===== src/rtl/uart_pkg.sv =====
// Shared UART definitions: receiver state encoding, parity encoding (common
// to the transmitter), oversampling constants and the data-length decode.
package uart_pkg;

    localparam int OVERSAMPLE  = 16;
    localparam int SYNC_STAGES = 2;

    // Parity type encoding, identical on the transmit and receive paths
    localparam logic PARITY_ODD  = 1'b0;
    localparam logic PARITY_EVEN = 1'b1;

    typedef enum logic [2:0] {
        RX_IDLE,
        RX_START,
        RX_DATA,
        RX_PARITY,
        RX_STOP
    } rx_state_e;

    // Index of the last data bit for a data_bit_num code (00:5 .. 11:8 bits)
    function automatic logic [2:0] data_last_idx(input logic [1:0] num);
        return 3'd4 + {1'b0, num};
    endfunction

endpackage


===== src/rtl/uart_rx_sync.sv =====
// Input synchroniser for the asynchronous serial line. Every stage resets to
// 1 so the line reads as idle (mark) while and after reset. STAGES >= 2.
module uart_rx_sync #(
    parameter int STAGES = 2
) (
    input  logic clk,
    input  logic reset_n,
    input  logic d_i,
    output logic q_o
);

    logic [STAGES-1:0] sync_q;
    logic [STAGES-1:0] sync_d;

    // Shift the raw line into the chain, oldest sample at the top
    always_comb begin
        sync_d = {sync_q[STAGES-2:0], d_i};
    end

    // Chain flops, reset to the idle line level
    always_ff @(posedge clk or negedge reset_n) begin
        if (!reset_n) begin
            sync_q <= '1;
        end else begin
            // NOTE: non-blocking so every stage takes the previous stage's old value.
            sync_q <= sync_d;
        end
    end

    assign q_o = sync_q[STAGES-1];

endmodule


===== src/rtl/uart_rx.sv =====
// UART receiver. Counts the shared 16x rx_tick, samples mid-bit, delivers
// 5-8 data bits (LSB first) with optional parity and 1/2 stop bits through a
// valid/ack handshake, and flags parity, framing and overrun errors.
// Build option: define UART_RX_MAJORITY_VOTE_EN to decide each bit (and the
// start-bit check) by majority of the samples at ticks 6, 7 and 8.
module uart_rx
    import uart_pkg::*;
#(
    parameter int OVERSAMPLE  = uart_pkg::OVERSAMPLE,
    parameter int SYNC_STAGES = uart_pkg::SYNC_STAGES
) (
    input  logic       clk,
    input  logic       reset_n,
    input  logic       rx_tick,
    output logic       rx_enable,
    input  logic [1:0] data_bit_num_i,
    input  logic       parity_en_i,
    input  logic       parity_type_i,
    input  logic       stop_bit_num_i,
    input  logic       rx_data_ack_i,
    output logic [7:0] rx_data_o,
    output logic       rx_data_valid_o,
    output logic       parity_err_o,
    output logic       frame_err_o,
    output logic       overrun_err_o,
    output logic       rts_n,
    input  logic       rx
);

    localparam logic [3:0] MID_TICK = 4'(OVERSAMPLE / 2 - 1);
    localparam logic [3:0] BIT_TICK = 4'(OVERSAMPLE - 1);

    logic rxs;
    logic bit_val;

    uart_rx_sync #(
        .STAGES (SYNC_STAGES)
    ) u_sync (
        .clk     (clk),
        .reset_n (reset_n),
        .d_i     (rx),
        .q_o     (rxs)
    );

`ifdef UART_RX_MAJORITY_VOTE_EN
    // Start is confirmed one tick later so the vote window covers ticks 6,7,8;
    // every later decision then also lands on tick 8 of its bit.
    localparam logic [3:0] START_TICK = MID_TICK + 4'd1;

    logic [1:0] hist_q;
    logic [1:0] hist_d;

    // Keep the two most recent tick samples for the vote
    always_comb begin
        hist_d = hist_q;
        if (rx_tick) begin
            hist_d = {hist_q[0], rxs};
        end
    end

    // Vote history flops
    always_ff @(posedge clk or negedge reset_n) begin
        if (!reset_n) begin
            hist_q <= 2'b11;
        end else begin
            hist_q <= hist_d;
        end
    end

    assign bit_val = (hist_q[1] & hist_q[0]) | (hist_q[1] & rxs) | (hist_q[0] & rxs);
`else
    localparam logic [3:0] START_TICK = MID_TICK;

    assign bit_val = rxs;
`endif

    rx_state_e  state_q,         state_d;
    logic [3:0] tick_cnt_q,      tick_cnt_d;
    logic [2:0] data_cnt_q,      data_cnt_d;
    logic       stop_cnt_q,      stop_cnt_d;
    logic       armed_q,         armed_d;
    logic [1:0] cfg_bits_q,      cfg_bits_d;
    logic       cfg_par_en_q,    cfg_par_en_d;
    logic       cfg_par_type_q,  cfg_par_type_d;
    logic       cfg_stop2_q,     cfg_stop2_d;
    logic [7:0] shift_q,         shift_d;
    logic       par_acc_q,       par_acc_d;
    logic       frame_acc_q,     frame_acc_d;
    logic [7:0] rx_data_q,       rx_data_d;
    logic       valid_q,         valid_d;
    logic       par_err_q,       par_err_d;
    logic       frame_err_q,     frame_err_d;
    logic       overrun_q,       overrun_d;
    logic       rts_n_q,         rts_n_d;
    logic       rx_enable_q,     rx_enable_d;

    logic       complete;
    logic       frame_now;

    // Frame sequencing, handshake and error flags
    always_comb begin
        // NOTE: every output of this block gets a default first so no latch is inferred.
        state_d        = state_q;
        tick_cnt_d     = tick_cnt_q;
        data_cnt_d     = data_cnt_q;
        stop_cnt_d     = stop_cnt_q;
        armed_d        = armed_q;
        cfg_bits_d     = cfg_bits_q;
        cfg_par_en_d   = cfg_par_en_q;
        cfg_par_type_d = cfg_par_type_q;
        cfg_stop2_d    = cfg_stop2_q;
        shift_d        = shift_q;
        par_acc_d      = par_acc_q;
        frame_acc_d    = frame_acc_q;
        rx_data_d      = rx_data_q;
        valid_d        = valid_q;
        par_err_d      = par_err_q;
        frame_err_d    = frame_err_q;
        overrun_d      = overrun_q;
        complete       = 1'b0;
        frame_now      = frame_acc_q | ~bit_val;

        unique case (state_q)
            RX_IDLE: begin
                tick_cnt_d = 4'd0;
                // A line that stayed low since the last frame must go high before re-arming
                armed_d = armed_q | rxs;
                if (armed_q && !rxs) begin
                    state_d        = RX_START;
                    armed_d        = 1'b0;
                    cfg_bits_d     = data_bit_num_i;
                    cfg_par_en_d   = parity_en_i;
                    cfg_par_type_d = parity_type_i;
                    cfg_stop2_d    = stop_bit_num_i;
                    shift_d        = 8'h00;
                    data_cnt_d     = 3'd0;
                    stop_cnt_d     = 1'b0;
                    par_acc_d      = 1'b0;
                    frame_acc_d    = 1'b0;
                end
            end

            RX_START: begin
                if (rx_tick) begin
                    if (tick_cnt_q == START_TICK) begin
                        tick_cnt_d = 4'd0;
                        state_d    = bit_val ? RX_IDLE : RX_DATA;
                    end else begin
                        tick_cnt_d = tick_cnt_q + 4'd1;
                    end
                end
            end

            RX_DATA: begin
                if (rx_tick) begin
                    tick_cnt_d = tick_cnt_q + 4'd1;
                    if (tick_cnt_q == BIT_TICK) begin
                        shift_d[data_cnt_q] = bit_val;
                        if (data_cnt_q == data_last_idx(cfg_bits_q)) begin
                            state_d = cfg_par_en_q ? RX_PARITY : RX_STOP;
                        end else begin
                            data_cnt_d = data_cnt_q + 3'd1;
                        end
                    end
                end
            end

            RX_PARITY: begin
                if (rx_tick) begin
                    tick_cnt_d = tick_cnt_q + 4'd1;
                    if (tick_cnt_q == BIT_TICK) begin
                        // Odd parity wants an odd count of ones over data plus parity bit
                        par_acc_d = ((^shift_q) ^ bit_val) != (cfg_par_type_q == PARITY_ODD);
                        state_d   = RX_STOP;
                    end
                end
            end

            RX_STOP: begin
                if (rx_tick) begin
                    tick_cnt_d = tick_cnt_q + 4'd1;
                    if (tick_cnt_q == BIT_TICK) begin
                        frame_acc_d = frame_now;
                        if (stop_cnt_q == cfg_stop2_q) begin
                            // Remainder of the last stop bit is treated as idle time
                            complete = 1'b1;
                            state_d  = RX_IDLE;
                        end else begin
                            stop_cnt_d = 1'b1;
                        end
                    end
                end
            end

            default: state_d = RX_IDLE;
        endcase

        if (complete) begin
            if (!valid_q || rx_data_ack_i) begin
                rx_data_d   = shift_q;
                par_err_d   = par_acc_q;
                frame_err_d = frame_now;
                valid_d     = 1'b1;
                overrun_d   = 1'b0;
            end else begin
                overrun_d = 1'b1;
            end
        end else if (rx_data_ack_i && valid_q) begin
            valid_d     = 1'b0;
            par_err_d   = 1'b0;
            frame_err_d = 1'b0;
            overrun_d   = 1'b0;
        end

        rts_n_d     = valid_q;
        rx_enable_d = (state_d != RX_IDLE);
    end

    // All receiver state; reset aborts any frame in flight
    always_ff @(posedge clk or negedge reset_n) begin
        if (!reset_n) begin
            state_q        <= RX_IDLE;
            tick_cnt_q     <= 4'd0;
            data_cnt_q     <= 3'd0;
            stop_cnt_q     <= 1'b0;
            armed_q        <= 1'b0;
            cfg_bits_q     <= 2'b00;
            cfg_par_en_q   <= 1'b0;
            cfg_par_type_q <= 1'b0;
            cfg_stop2_q    <= 1'b0;
            shift_q        <= 8'h00;
            par_acc_q      <= 1'b0;
            frame_acc_q    <= 1'b0;
            rx_data_q      <= 8'h00;
            valid_q        <= 1'b0;
            par_err_q      <= 1'b0;
            frame_err_q    <= 1'b0;
            overrun_q      <= 1'b0;
            rts_n_q        <= 1'b1;
            rx_enable_q    <= 1'b0;
        end else begin
            state_q        <= state_d;
            tick_cnt_q     <= tick_cnt_d;
            data_cnt_q     <= data_cnt_d;
            stop_cnt_q     <= stop_cnt_d;
            armed_q        <= armed_d;
            cfg_bits_q     <= cfg_bits_d;
            cfg_par_en_q   <= cfg_par_en_d;
            cfg_par_type_q <= cfg_par_type_d;
            cfg_stop2_q    <= cfg_stop2_d;
            shift_q        <= shift_d;
            par_acc_q      <= par_acc_d;
            frame_acc_q    <= frame_acc_d;
            rx_data_q      <= rx_data_d;
            valid_q        <= valid_d;
            par_err_q      <= par_err_d;
            frame_err_q    <= frame_err_d;
            overrun_q      <= overrun_d;
            rts_n_q        <= rts_n_d;
            rx_enable_q    <= rx_enable_d;
        end
    end

    assign rx_enable       = rx_enable_q;
    assign rx_data_o       = rx_data_q;
    assign rx_data_valid_o = valid_q;
    assign parity_err_o    = par_err_q;
    assign frame_err_o     = frame_err_q;
    assign overrun_err_o   = overrun_q;
    assign rts_n           = rts_n_q;

endmodule


===== config.mk =====
export PLATFORM = sky130hd
export DESIGN_NAME = uart_rx
export DESIGN_NICKNAME = d
export VERILOG_FILES = /design/src/rtl/uart_pkg.sv /design/src/rtl/uart_rx_sync.sv /design/src/rtl/uart_rx.sv
export SDC_FILE = /design/constraint.sdc
export NUM_CORES = 1
export LEC_CHECK = 0
export CAP_MARGIN = 0
export CORE_ASPECT_RATIO = 1.1
export CORE_UTILIZATION = 50
export DETAILED_ROUTE_END_ITERATION = 8
export PLACE_DENSITY = 0.75
export SYNTH_ARGS = -nofsm -noshare
export SYNTH_HDL_FRONTEND = slang
export SYNTH_HIERARCHICAL = 1
export SYNTH_SLANG_ARGS = --single-unit
export TNS_END_PERCENT = 10

===== constraint.sdc =====
create_clock -name clk -period 1.85 [get_ports clk]
set_clock_uncertainty 0.1 [all_clocks]
set_input_delay 0.37 -clock clk [delete_from_list [all_inputs] [get_ports clk]]
set_output_delay 0.37 -clock clk [all_outputs]
set_load 0.02 [all_outputs]

==> After elaboration in Yosys (flattened, before gate mapping) <==
Index checks and enable logic that the tools add are counted.
{ "word_totals": {"ff_bits": 43, "input_bits": 10, "output_inout_bits": 14} }
{ "classes": {"n_addsub": 3, "magnitude_cmp": 2, "n_eq_ne": 21, "muxes": 55, "bitwise_logic": 5, "n_reduce_logical": 24} }
{ "ops": {"columns": ["cell", "n"], "rows": [
  ["two-way mux 3 bit", 16],
  ["two-way mux 8 bit", 3],
  ["two-way mux 1 bit", 23],
  ["!= test 2 bit, second input constant", 10],
  ["one-hot mux 8 bit (2 select lines)", 1],
  ["one-hot mux 3 bit (5 select lines)", 1],
  ["two-way mux 4 bit", 3],
  ["one-hot mux 4 bit (3 select lines)", 1],
  ["AND reduction 4 bit", 3],
  ["AND reduction 5 bit", 2],
  ["bitwise mux 8 bit", 1],
  ["nonzero test 2 bit", 4],
  ["XOR reduction 8 bit", 1],
  ["== test 3 x 2 -> 1 bit, second input constant", 2],
  ["one-hot mux 1 bit (2 select lines)", 3],
  ["one-hot mux 3 bit (2 select lines)", 1],
  ["AND reduction 2 bit", 3],
  ["nonzero test 3 bit", 2],
  ["adder 4 x 1 -> 4 bit, second input constant", 1],
  ["== test 4 x 3 -> 1 bit, second input constant", 1],
  ["== test 4 bit, second input constant", 1],
  ["less-than comparator 3 x 4 -> 1 bit, second input constant", 1],
  ["!= test 2 x 1 -> 1 bit, second input constant", 2],
  ["adder 3 x 1 -> 3 bit, second input constant", 1],
  ["other kinds (18)", 23]
]} }

==> Longest topological paths before layout <==
{ "depth": {"depth_word": 8, "mapped_depth": 6, "ltp_nobuf": 5} }

==> Modules after synthesis <==
The synthesis kept the hierarchy.
{ "modules_own_cells": {"columns": ["mod", "instances", "cells_each", "area_per_inst_um2"], "rows": [
  ["uart_rx", 1, 197, 2130.8],
  ["uart_rx_sync", 1, 2, 52.6]
]} }

==> Worst setup path before layout <==
Ideal clock, no wire load.
{ "synth_path": {"path_kind": "register to register", "start": "register tick_cnt_q[0]", "end": "register rx_data_q[0] (netlist: rx_data_o[0])", "setup_ns": 0.125, "arrival_time_ns": 1.615, "setup_slack_ns": 0.011, "stages_incl_launch_ff": 7, "n_path_buf": 1, "cell_sequence": "dfrtp_1 -> ha_1 -> and4_1 -> buf_2 -> nand3_2 -> nor2_4 -> mux2_2"} }
{ "synth_between": {"elab_chain_len": 5} }
{ "synth_rtl": {"columns": ["element", "line_no", "text"], "rows": [
  ["start, declared", "uart_rx.sv:78", "logic [3:0] tick_cnt_q, tick_cnt_d;"],
  ["start signal, assigned", "uart_rx.sv:243", "tick_cnt_q <= tick_cnt_d;"],
  ["== test 4 bit", "uart_rx.sv:182", "if (tick_cnt_q == BIT_TICK) begin"],
  ["two-way mux 1 bit", "uart_rx.sv:182", null],
  ["two-way mux 1 bit", "uart_rx.sv:180", "if (rx_tick) begin"],
  ["two-way mux 1 bit", "uart_rx.sv:123", "unique case (state_q)"],
  ["AND reduction 2 bit (no line)", null, null],
  ["end signal, assigned", "uart_rx.sv:254", "rx_data_q <= rx_data_d;"],
  ["end, declared", "uart_rx.sv:89", "logic [7:0] rx_data_q, rx_data_d;"]
]} }
Every way passes these cells.
A chain may end at the register's enable or synchronous reset.

==> Worst setup path after layout <==
{ "layout_path": {"start": "input port rx_tick", "end": "register shift_q[0]"} }
{ "layout_between": {"elab_chain_len": 2} }
{ "layout_rtl": {"columns": ["element", "line_no", "text"], "rows": [
  ["start, declared", "uart_rx.sv:14", "input logic rx_tick,"],
  ["!= test 2 bit (no line)", null, null],
  ["AND reduction 4 bit (no line)", null, null],
  ["end signal, assigned", "uart_rx.sv:251", "shift_q <= shift_d;"],
  ["end, declared", "uart_rx.sv:86", "logic [7:0] shift_q, shift_d;"]
]} }
Every way passes these cells.

==> key figures <==
CTS
  – Clk Latency, worst-skew pair: 0.29 ns
  – TritonCTS buffer count: 5
  – Clk sinks: 43
  – CTS tree: built
  – Htree depth: 2
  – Root Driver: clkbuf_8
  – Clock buffer depth: 2
  – Clock slew at reported path FFs: 0.08 ns

Logic synthesis
  – Post-synthesis register bit count: 43
  – Register area share after synthesis: 49.5%
  – Avg Cell Area, Syn: 11.0 um2
  – Synthesized Nets: 211
  – Synth Instances: 199
  – Synth warnings: 6
  – Async SR Flop Fraction: 100%
  – Post-synth EDFFs: 0
  – Mapped Area: 2180 um2
  – Main synth FF type: dfrtp_1
  – Unique cell type count in the Yosys netlist: 49

Worst hold path
  – HP Class: reg -> reg
  – Hold path depth: 0

Drt
  – Wire length per cell: 14.4 um
  – Vias: 1,658
  – Via density per instance: 5.64
  – Remaining DRCs: 0
  – Initial DRT Pass Iterations: 4
  – Routed Wire Length: 4230 um
  – Initial DRC Count: 100
  – Final ANT Viol Nets: 0

Global route
  – First-pass GRT wire length: 7270 um
  – GRT Total Usage: 20.4%
  – Antenna violations before repair: 0
  – Largest net degree at the start of global routing: 24
  – Total grt overflow: 0
  – Number of global-route vias before repair: 1,635

Floorplanning
  – Core ar.: 4080 um2
  – Row cnt: 24
  – DIE AREA: 4640 um2
  – Starting Density: 53.5%
  – Die Wd: 65.0 um
  – Vert. Die Dim: 71.3 um
  – # IOs: 24

Critical path
  – CP max stage delay: 0.50 ns
  – Delay-heaviest family, CP: buffers and inverters
  – WS Path Type: in -> reg
  – WP data arrival: 1.85 ns
  – Most used cell, CP: buf_4
  – Critical Path Stages: 7
  – CP max FO: 6
  – Cell Chain, Critical Path: clkdlybuf4s50_1 -> buf_4 -> buf_4 -> nor2b_1 -> a21oi_1 -> o21ai_0 -> o31ai_2
  – R2r worst-path depth: 5
  – CP required: 1.92 ns
  – CP bufs+invs: 3
  – Critical Path Source Type: primary input
  – Crit. End Element: register
  – CP max stage cell: clkdlybuf4s50_1

STA
  – Setup TNS: 0 ns
  – Final worst slack: 0.0700 ns
  – Max-slew violation count: 0
  – Part of the cycle the worst path needs: 96.2%
  – Minimum clock period: 1.78 ns
  – Max Freq: 562 MHz
  – RSZ-0062 raised after global routing: true
  – Final setup fails: 0
  – Final hold viol count: 0
  – Slew margin rel.: 66.8%
  – Worst-Margin Slew: 0.497 ns

Placed design
  – PortBufs: 23
  – Pre-CTS setup slack: -0.236 ns
  – Final Wtd Congestion: 0.818
  – Detailed placement HPWL: 3070 um
  – Placed inst area: 2570 um2

Finish
  – Commonest non-fill, non-tap cell in the layout: dfrtp_1
  – Area Growth Syn to Fin: 26.5%
  – Commonest cells after routing, fill and taps aside: dfrtp_1, o21ai_0, buf_4
  – Final Instance Area: 2760 um2
  – Layout cell share with drive strength beyond 1: 26.0%
  – ANT cells: 0
  – Final nets: 253
  – Final core utilization: 67.6%

Outcome
  – Outcome: completed

Pwr
  – Sw Share: 30.8%
  – Pwr Density: 1120 nW/um2
  – Leakage Power: 1.23 nW
  – Internal: 2.14 mW
  – Worst VDD drop: 0.734 mV
  – Gate power share: 30.9%
  – Overall Power: 3.09 mW
  – Clock share of power: 27.5%
  – Sequential power share: 41.7%
  – Sw Pwr: 952 uW

Job
  – Max cap viols: 0
[power by group through the flow]
stage / logic [mW] / registers, mW / clock network, mW
2_1_floorplan: 0.656 / 1.24 / 0
3_3_place_gp: 0.885 / 1.28 / 0
3_5_place_dp: 0.910 / 1.29 / 0
4_1_cts: 0.918 / 1.27 / 0.871
5_1_grt: 1.06 / 1.31 / 0.900
6_report: 0.954 / 1.29 / 0.848
[cell type report]
class / count / area (um2)
timing repair buffer: 46 / 414
tap: 52 / 65.1
clock buffer: 6 / 72.6
fill: 333 / 1320
multi-input combinational: 140 / 1050
sequential: 43 / 1080
clock inverter: 2 / 60.1
inverter: 5 / 18.8
[metal layers]
layer / share of wire (%) / vias to the layer above / global-route usage [%]
met5: 0 / - / 0
met4: 1.4 / 0 / 7.65
met3: 3.6 / 8 / 4.46
met2: 50 / 38 / 34.5
met1: 45 / 815 / 25.4
li1: - / 797 / -
[synthesized netlist by cell type (2+ instances only)]
cell       n  share of area, %
a21oi_1    7               1.6
a31oi_1    6               1.7
a32oi_1    2              0.80
buf_2      5               1.1
buf_4      2              0.69
buf_6      2               1.0
clkbuf_1   2              0.34
dfrtp_1   40                46
dfstp_2    3               3.6
ha_1       2               1.1
inv_1      5              0.86
mux2_2    14               7.2
mux2i_1    4               1.8
nand2_1   20               3.4
nand2b_1   5               1.4
nand3_1    2              0.46
nand3_2    2              0.92
nor2_1     4              0.69
nor2b_1    6               1.7
nor3_1     4              0.92
nor4_1     2              0.57
o21ai_0   23               5.3
o31ai_1    2              0.69
xnor2_1    8               3.2
xor2_1     3               1.2
[timing repair]
item | 4_1_cts | 5_1_grt
setup endpoints to repair | 9 | 18
hold endpoints to repair | 18 | 0
hold buffers | 1 | 0
pin swaps | 0 | 1
buffers inserted | 0 | 1
resized for setup | 2 | 9
[registers in the layout, indices dropped and copies added, names as in the netlist, 2 cells and up]
register and count:
tick_cnt_q 4, cfg_bits_q 2, data_cnt_q 3, state_q 3, shift_q 8, rx_data_o 8, u_sync/sync_q 2
[through the flow]
stage / cells / hold slack, ns
after CTS: 293 / 0.261
final: 294 / 0.259
after global placement: 284 / 0.248
after floorplan: 199 / -0.0256
after detailed placement: 284 / 0.250
after global routing: 294 / 0.263
[path summary, 6_finish.rpt]
check,start,to,slack [ns]
setup / recovery,rx_tick,shift_q[0]$_DFFE_PN0P_,0.07
hold / removal,u_sync/sync_q[0]$_DFF_PN1_,u_sync/sync_q[1]$_DFF_PN1_,0.26
setup reg to reg,tick_cnt_q[1]$_DFFE_PN0P_,rx_data_o[7]$_DFFE_PN0P_,0.07
hold reg to reg,u_sync/sync_q[0]$_DFF_PN1_,u_sync/sync_q[1]$_DFF_PN1_,0.26
max in group asynchronous,reset_n,rts_n$_DFF_PN1_,0.62
min in group asynchronous,reset_n,rx_data_o[7]$_DFFE_PN0P_,0.48
[cells by family after synthesis]
logic type / Yosys count / share of synthesized area (%)
buffers and inverters: 16 / 4.07
muxes: 19 / 9.57
adders and majority gates: 3 / 1.66
xor gates and xnor gates: 12 / 5.44
AOI/OAI and AO/OA: 49 / 14.2
DFF: 43 / 49.5
and+or+nand+nor: 57 / 15.6
(Power assumes the default switching activity.)
